===== src/rtl/input_conditioner.sv =====
// -----------------------------------------------------------------------------
// input_conditioner
//   Conditions the Run / Continue push-keys and the 10-bit slide-switch vector
//   before they reach the processor top. Every raw input is brought into the
//   Clk domain by a two-flop synchronizer. Each key then runs through its own
//   debounce FSM, which produces a registered level and a one-cycle press strobe.
//
// Parameters
//   DEBOUNCE_CYCLES : consecutive stable cycles needed to accept a change
//                     (legal range 2..65535)
//
// Ports
//   Clk            in   system clock, rising-edge active
//   Reset          in   synchronous active-high reset
//   Run_raw_n      in   raw bouncy Run key, active-low
//   Continue_raw_n in   raw bouncy Continue key, active-low
//   SW_raw[9:0]    in   raw slide switches
//   Run            out  debounced Run level, active-high
//   Continue       out  debounced Continue level, active-high
//   Run_pulse      out  one-cycle strobe per accepted Run press
//   Continue_pulse out  one-cycle strobe per accepted Continue press
//   SW[9:0]        out  conditioned switch vector
//
// Configuration
//   INPUT_COND_SW_DEBOUNCE_EN : when defined, SW is debounced with the same
//                               stability window as the keys; otherwise SW
//                               is the synchronizer output.
// -----------------------------------------------------------------------------

// Debounce FSM for one active-low key: synchronizer, qualification counter and
// registered level/pulse outputs.
module input_conditioner_key #(
  parameter int DEBOUNCE_CYCLES = 50000
) (
  input  logic clk,
  input  logic reset,
  input  logic key_raw_n,
  output logic level,
  output logic pulse
);

  typedef enum logic [1:0] {
    IDLE      = 2'd0,
    PRESS_CHK = 2'd1,
    PRESSED   = 2'd2,
    REL_CHK   = 2'd3
  } state_t;

  localparam logic [15:0] CNT_MAX = 16'(DEBOUNCE_CYCLES - 1);

  logic        key_s1_r;
  logic        key_s2_r;
  logic        pressed_s;
  state_t      state_r;
  state_t      state_s;
  logic [15:0] cnt_r;
  logic [15:0] cnt_s;
  logic        level_r;
  logic        pulse_r;

  assign pressed_s = ~key_s2_r;

  // Synchronizer, FSM state, counter and output registers.
  always_ff @(posedge clk) begin
    if (reset) begin
      key_s1_r <= 1'b1;
      key_s2_r <= 1'b1;
      state_r  <= IDLE;
      cnt_r    <= 16'd0;
      level_r  <= 1'b0;
      pulse_r  <= 1'b0;
    end else begin
      key_s1_r <= key_raw_n;
      key_s2_r <= key_s1_r;
      state_r  <= state_s;
      cnt_r    <= cnt_s;
      // Outputs decode the next state so they line up with the state register.
      level_r  <= (state_s == PRESSED) || (state_s == REL_CHK);
      // Only a completed press qualification strobes; a release bounce that
      // returns to PRESSED does not.
      pulse_r  <= (state_r == PRESS_CHK) && (state_s == PRESSED);
    end
  end

  // Next-state and counter logic.
  always_comb begin
    state_s = state_r;
    cnt_s   = cnt_r;
    case (state_r)
      IDLE: begin
        if (pressed_s) begin
          state_s = PRESS_CHK;
          cnt_s   = 16'd0;
        end else begin
          state_s = IDLE;
        end
      end
      PRESS_CHK: begin
        if (!pressed_s) begin
          state_s = IDLE;
          cnt_s   = 16'd0;
        end else if (cnt_r == CNT_MAX) begin
          state_s = PRESSED;
          cnt_s   = 16'd0;
        end else begin
          cnt_s   = cnt_r + 16'd1;
        end
      end
      PRESSED: begin
        if (!pressed_s) begin
          state_s = REL_CHK;
          cnt_s   = 16'd0;
        end else begin
          state_s = PRESSED;
        end
      end
      REL_CHK: begin
        if (pressed_s) begin
          state_s = PRESSED;
          cnt_s   = 16'd0;
        end else if (cnt_r == CNT_MAX) begin
          state_s = IDLE;
          cnt_s   = 16'd0;
        end else begin
          cnt_s   = cnt_r + 16'd1;
        end
      end
      default: begin
        state_s = IDLE;
        cnt_s   = 16'd0;
      end
    endcase
  end

  assign level = level_r;
  assign pulse = pulse_r;

endmodule

module input_conditioner #(
  parameter int DEBOUNCE_CYCLES = 50000
) (
  input  logic       Clk,
  input  logic       Reset,
  input  logic       Run_raw_n,
  input  logic       Continue_raw_n,
  input  logic [9:0] SW_raw,
  output logic       Run,
  output logic       Continue,
  output logic       Run_pulse,
  output logic       Continue_pulse,
  output logic [9:0] SW
);

  logic [9:0] sw_s1_r;
  logic [9:0] sw_s2_r;

  input_conditioner_key #(.DEBOUNCE_CYCLES(DEBOUNCE_CYCLES)) u_run_key (
    .clk       (Clk),
    .reset     (Reset),
    .key_raw_n (Run_raw_n),
    .level     (Run),
    .pulse     (Run_pulse)
  );

  input_conditioner_key #(.DEBOUNCE_CYCLES(DEBOUNCE_CYCLES)) u_continue_key (
    .clk       (Clk),
    .reset     (Reset),
    .key_raw_n (Continue_raw_n),
    .level     (Continue),
    .pulse     (Continue_pulse)
  );

  // Two-flop synchronizer for the switch vector.
  always_ff @(posedge Clk) begin
    if (Reset) begin
      sw_s1_r <= 10'd0;
      sw_s2_r <= 10'd0;
    end else begin
      sw_s1_r <= SW_raw;
      sw_s2_r <= sw_s1_r;
    end
  end

`ifdef INPUT_COND_SW_DEBOUNCE_EN
  localparam logic [15:0] SW_CNT_MAX = 16'(DEBOUNCE_CYCLES - 1);

  logic [9:0]  sw_q_r;
  logic [9:0]  sw_r;
  logic [15:0] sw_cnt_r;

  // Switch debounce: the vector must hold one new value for the full window.
  // Any change restarts the window, as does matching the current output.
  always_ff @(posedge Clk) begin
    if (Reset) begin
      sw_q_r   <= 10'd0;
      sw_r     <= 10'd0;
      sw_cnt_r <= 16'd0;
    end else begin
      sw_q_r <= sw_s2_r;
      if ((sw_s2_r == sw_r) || (sw_s2_r != sw_q_r)) begin
        sw_cnt_r <= 16'd0;
      end else if (sw_cnt_r == SW_CNT_MAX) begin
        sw_r     <= sw_s2_r;
        sw_cnt_r <= 16'd0;
      end else begin
        sw_cnt_r <= sw_cnt_r + 16'd1;
      end
    end
  end

  assign SW = sw_r;
`else
  assign SW = sw_s2_r;
`endif

endmodule


===== config.mk =====
export PLATFORM = sky130hd
export DESIGN_NAME = input_conditioner
export DESIGN_NICKNAME = d
export VERILOG_FILES = /design/src/rtl/input_conditioner.sv
export SDC_FILE = /design/constraint.sdc
export NUM_CORES = 1
export LEC_CHECK = 0
export CAP_MARGIN = 20
export CORE_ASPECT_RATIO = 0.9
export CORE_UTILIZATION = 50
export DETAILED_ROUTE_END_ITERATION = 16
export PLACE_DENSITY = 0.81
export SLEW_MARGIN = 20
export SYNTH_ARGS = -nofsm -noshare
export SYNTH_HDL_FRONTEND = slang
export SYNTH_SLANG_ARGS = --single-unit

===== constraint.sdc =====
create_clock -name Clk -period 1.98 [get_ports Clk]
set_clock_uncertainty 0.1 [all_clocks]
set_input_delay 0.495 -clock Clk [delete_from_list [all_inputs] [get_ports Clk]]
set_output_delay 0.495 -clock Clk [all_outputs]
set_load 0.02 [all_outputs]

Word level (Yosys, flattened, before mapping)

Cells that the tools add are included.

Register bits after elaboration: 64
Bits of input ports: 14
Output and inout port bits: 14
Logic and storage cells: 66

Add/sub/neg operators: 2
Equal/unequal tests: 16
Multiplexer cells: 26
Reduce and logical (&&, ||, !) cells: 8

Operators with widths:

| operator              | count |
|---|---|
| $mux 16               | 10 |
| $pmux 16 s4           | 2 |
| $add 16x1->16 const B | 2 |
| $eq 16x16->1 const B  | 2 |
| $eq 2x2->1 const B    | 8 |
| $mux 2                | 8 |
| $pmux 2 s4            | 2 |
| $eq 2x1->1 const B    | 2 |
| $logic_not 2->1       | 2 |
| $mux 1                | 4 |
| $ne 2x1->1 const B    | 2 |
| $ne 2x2->1 const B    | 2 |
| $reduce_and 2->1      | 2 |
| $logic_and 1x1->1     | 2 |
| $logic_or 1x1->1      | 2 |

Longest topological paths before layout

Gate-level depths: netlist of the first run.

Depth after elaboration: 6
Depth in mapped cells: 7
Depth with buffers taken out: 6

Modules after synthesis

Synthesis of the first run repeated with hierarchy kept, for this count alone.

Cell total of the unflattened synthesis: 288
Area, all modules: 2702.6 µm²

By module, submodules not included:

| module                | times used | cells an instance | area each (µm²) | sequential area each (µm²) |
|---|---|---|---|---|
| input_conditioner_key | 2          | 123               | 1042.2          | 440.4 |
| input_conditioner     | 1          | 42                | 618.1           | 400.4 |

Worst setup path before layout of the first run

OpenSTA, ideal clock, no wires.

Path type: register -> register
Start: reg u_continue_key.cnt_r[5]
End: reg u_continue_key.cnt_r[10]
Setup time: 0.114 ns
Arrival: 1.853 ns
Data required time: 1.766 ns
Path slack: -0.088 ns
Cell stages (with the launch flop): 7
Buffers on the path: 1
Period minus slack after synthesis: 2.068 ns
Cells stage by stage: dfxtp_1 -> or4b_1 -> or4_4 -> and3_4 -> nor2_4 -> buf_6 -> nor2_1

Longest elaborated chain between the ends: 4
Elaborated cells between the ends (all ways): 6
Those cells by class: add/sub (1); eq/ne (1); mux (4)

RTL lines:

| what                                                 | RTL line | source |
|---|---|---|
| from (decl)                                          | 56       | `logic [15:0] cnt_r;` |
| from (signal assigned)                               | 76       | `cnt_r <= cnt_s;` |
| $add 16x1->16 / $eq 16x16->1 (equally long branches) | -        |  |
| $mux 16 *                                            | 102, 121 |  |
| $mux 16 (on tied branches)                           | 118, 99  |  |
| $pmux 16 s4 *                                        | 89       | `case (state_r)` |

Every way passes the cells marked *; elsewhere a longest branch is shown, timed or not.
A chain may end at the register's enable or synchronous reset.

Worst setup path in the final report of the first run

Start: reg u_continue_key.cnt_r[11]
End: reg u_continue_key.level_r, in the netlist u_continue_key.level

Longest elaborated chain between the ends: 6
Elaborated cells between the ends (all ways): 9
Those cells by class: eq/ne (3); mux (5); reduce/logical (1)

RTL lines:

| what                      | RTL line | source |
|---|---|---|
| $eq 16x16->1 *            | 102, 121 |  |
| $mux 2 (on tied branches) | 121, 102 |  |
| $mux 2 (on tied branches) | 118, 99  |  |
| $pmux 2 s4 *              | 89       |  |
| $eq 2x2->1                | 78       | `level_r <= (state_s == PRESSED) \|\| (state_s == REL_CHK);` |
| $logic_or 1x1->1 *        | 78       |  |
| to (signal assigned)      | 78       |  |
| to (decl)                 | 58       | `logic level_r;` |

Marked as above.

==> flow_summary.yaml, run 1 <==
yosys:
  avgSynthCellArea_sq_um: 9.22
  synth_largest_area_cell: "dfxtp_1"
  yosys.cell_types.count: 43
  synth_nets: 294
  synth_ff_type: "dfxtp_1"
  yosys_warnings: 0
  yosys.area.top_type_share_pct: 50.0
  async_flop_share_pct: 0
  seq_area_frac_synth_pct: 50.0
  synth.area.top_cells: "dfxtp_1, nor2b_1, nor2_1"
  synthCells: 278
  synth_seq_cells: 64
  syn_area_sq_um: 2560
  synth_edf_count: 0
critical_path:
  worstSetupEndpointType: "flip-flop"
  crit_path_start: "u_continue_key.cnt_r[11]"
  crit_arrival_ps: 2230
  cp_max_fo: 4
  worstPathRequired_ps: 2120
  r2r-start: "u_continue_key.cnt_r[11]"
  crit_path_start_kind: "flip-flop"
  timing_worst_setup_path_type: "flip-flop to flip-flop"
finish:
  antenna_cells: 0
  nNetsFinal: 358
  syn_to_final_growth_pct: 33.6
  instances_no_fill: 412
  drive_above_1_share_pct: 21.0
drt:
  num_vias: 2237
  drcViolationCount: 0
  wire_per_inst_um: 13.3
  viasPerCell: 5.43
  ant_nets: 0
  drt_iter0_drc: 175
  dr.pass1.iters: 5
  drt-total-wl_um: 5490
floorplan:
  boundaryPins: 28
  core_area_sq_um: 4890
  rows: 24
  fp.dieArea_sq_um: 5420
  start_util_pct: 52.4
  dieWidth_um: 77.5
  chipHeight_um: 69.9
place:
  portBuffers: 27
  gp_congestion: 0.845
  dp.cells: 394
  hpwl_um: 3650
power_and_ir_drop:
  combinationalPowerShare_pct: 4.8
  p_sw_share_pct: 22.7
  power.internal_mw: 2.10
  power.share.clock_pct: 46.6
  finalPower_mw: 2.71
  power_density_nw_per_um2: 793
  p_seq_share_pct: 48.6
  peakVddDrop_uv: 612
  p_switching_mw: 0.615
  leakage_nw: 1.31
min_path:
  holdCritPathClass: "flip-flop to flip-flop"
  hp-start: "u_continue_key.key_s1_r"
global_route:
  antenna_found_initial: 0
  gr-total-overflow: 0
  grt_pass1_vias: 2010
  grt_use_total_pct: 21.9
  grt_max_degree: 26
  grt_pass1_wl_um: 9160
cts:
  clock_path_buffers: 2
  clk_latency_ps: 350
  hold_buffers: 0
  h-tree-depth: 3
  clock-sinks: 64
  cts.clk_slew.worst_paths_ps: 80
  cts_tree: "done"
  cts-root-buf: "clkbuf_8"
  cts_buffers: 9
timing:
  min_period_ps: 2090
  finalCritPeriodShare_pct: 106
  max_freq_mhz: 477
  relSlewSlack_pct: 62.4
  hold_viol: 0
  slew_viol_final: 0
  rsz0062_at_grt: "true"
  worstMarginPinSlew_ps: 560
  setup_viol: 19
  timing.setup.tns_ps: -1120
  setup_ws_ps: -114
run_status:
  violations: "setup timing"
  outcome: "finished, violations left"
job:
  max_cap_violations: 0
-- state kept, by name (all words and copies together), names as in the netlist --
signal and cells:
u_continue_key.key_s1_r 1, u_run_key.pulse 1, u_run_key.level 1, u_continue_key.pulse 1, u_continue_key.state_r 2, u_run_key.key_s2_r 1
SW 10, u_continue_key.key_s2_r 1, u_run_key.state_r 2, u_continue_key.cnt_r 16, u_continue_key.level 1, sw_s1_r 10
u_run_key.key_s1_r 1, u_run_key.cnt_r 16
-- stage by stage --
step / area (sq um) / util (%) / hold WS (ps) / worst slack, ps
floorplan: 2570 / - / 289 / -54.4
global placement: 3140 / 64.1 / 294 / -346
detailed placement: 3140 / 64.1 / 302 / -377
global route: 3420 / 69.9 / 333 / -158
finish: 3420 / 69.9 / 308 / -114
CTS: 3400 / 69.5 / 315 / -98.6
-- logic make-up after synthesis --
family          synth area share [%]
simple gates                    29.8
fa+ha+maj                      0.976
mux                             1.56
flops                           50.0
xor+xnor                        5.13
compound gates                  9.81
buf+inv                         2.69
-- path summary, 6_finish.rpt --
check	endpoint	slack, ps	cells past startpoint
worst min-delay path	u_continue_key.key_s2_r	310	1
worst min register to register	u_continue_key.key_s2_r	310	1
worst max register to register	u_continue_key.level	-110	5
worst max-delay path	u_continue_key.level	-110	5
-- critical path, cell delays in order (launching register included) --
cell and delay (ps):
dfxtp_2 320, or4b_1 530, or4_4 540, or2_4 290, a21oi_4 150, nor2_1 60
-- cells in the mapped netlist, types with 4 or more instances --
library cell  number
nand4_1           12
nor3_1             8
or2_2              4
nand2_1           17
nand3_1           21
inv_1              5
nor4_1             4
mux2i_1            4
and3_1             4
nor2_1            29
xor2_1            12
dfxtp_1           64
clkbuf_1           9
o21ai_0            6
nor2b_1           23
a21oi_1           13
-- area by class of cell --
cell class | instances | area [sq um]
Timing Repair Buffer | 63 | 541
Inverter | 5 | 18.8
Clock inverter | 7 | 103
Clock buffer | 9 | 124
Multi-Input combinational cell | 199 | 1270
Fill cell | 365 | 1470
Tap cell | 65 | 81.3
Sequential cell | 64 | 1280
-- layout by cell type, fill, tap and decap left out, drive strengths merged, types with 3 or more instances in the layout --
cell | netlist | layout
a21oi | 13 | 13
or2 | 5 | 5
nand4 | 12 | 12
clkbuf | 9 | 9
nand3 | 21 | 21
inv | 5 | 7
dfxtp | 64 | 64
o21ai | 6 | 6
nor4 | 4 | 4
nand3b | 3 | 3
xor2 | 12 | 12
xnor2 | 3 | 3
and2 | 3 | 3
clkdlybuf4s50 | 0 | 27
and3 | 5 | 5
nand2 | 17 | 17
and4 | 4 | 4
nor2b | 23 | 23
mux2i | 4 | 4
nor3 | 8 | 8
nor2 | 30 | 31
buf | 2 | 36
-- routing by layer --
metal	GRT usage (%)	wire length (um)	share of wire, %	vias up
met5	0	0	0	-
met4	10.5	82	1.5	0
met3	6.54	361	6.6	9
met2	32.4	2500	46	84
met1	29.2	2540	46	1035
li1	-	-	-	1109
-- power groups by stage --
stage / registers, mW / clock network (mW) / logic, mW
global route: 1.32 / 1.35 / 0.140
finish: 1.32 / 1.27 / 0.130
global placement: 1.35 / 0 / 0.121
CTS: 1.32 / 1.29 / 0.129
detailed placement: 1.35 / 0 / 0.123
floorplan: 1.36 / 0 / 0.0568
-- repair_timing --
item                                    CTS  global route
cloned                                    1             0
resized for setup                         6             3
pin swaps                                 8             2
endpoints found under the setup margin   21            23
buffers inserted                          0             1
Note: power is estimated with default switching activity, not from simulation.
==> inputs of run 2 (changes only) <==
--- a/config.mk
+++ b/config.mk
@@ -5,7 +5,7 @@
 export SDC_FILE = /design/constraint.sdc
 export NUM_CORES = 1
 export LEC_CHECK = 0
-export CAP_MARGIN = 20
+export CAP_MARGIN = 0
 export CORE_ASPECT_RATIO = 0.9
 export CORE_UTILIZATION = 50
 export DETAILED_ROUTE_END_ITERATION = 16
==> results of run 2 <==
Same layout as run 1: the final DEF is identical, and so are final timing and power.
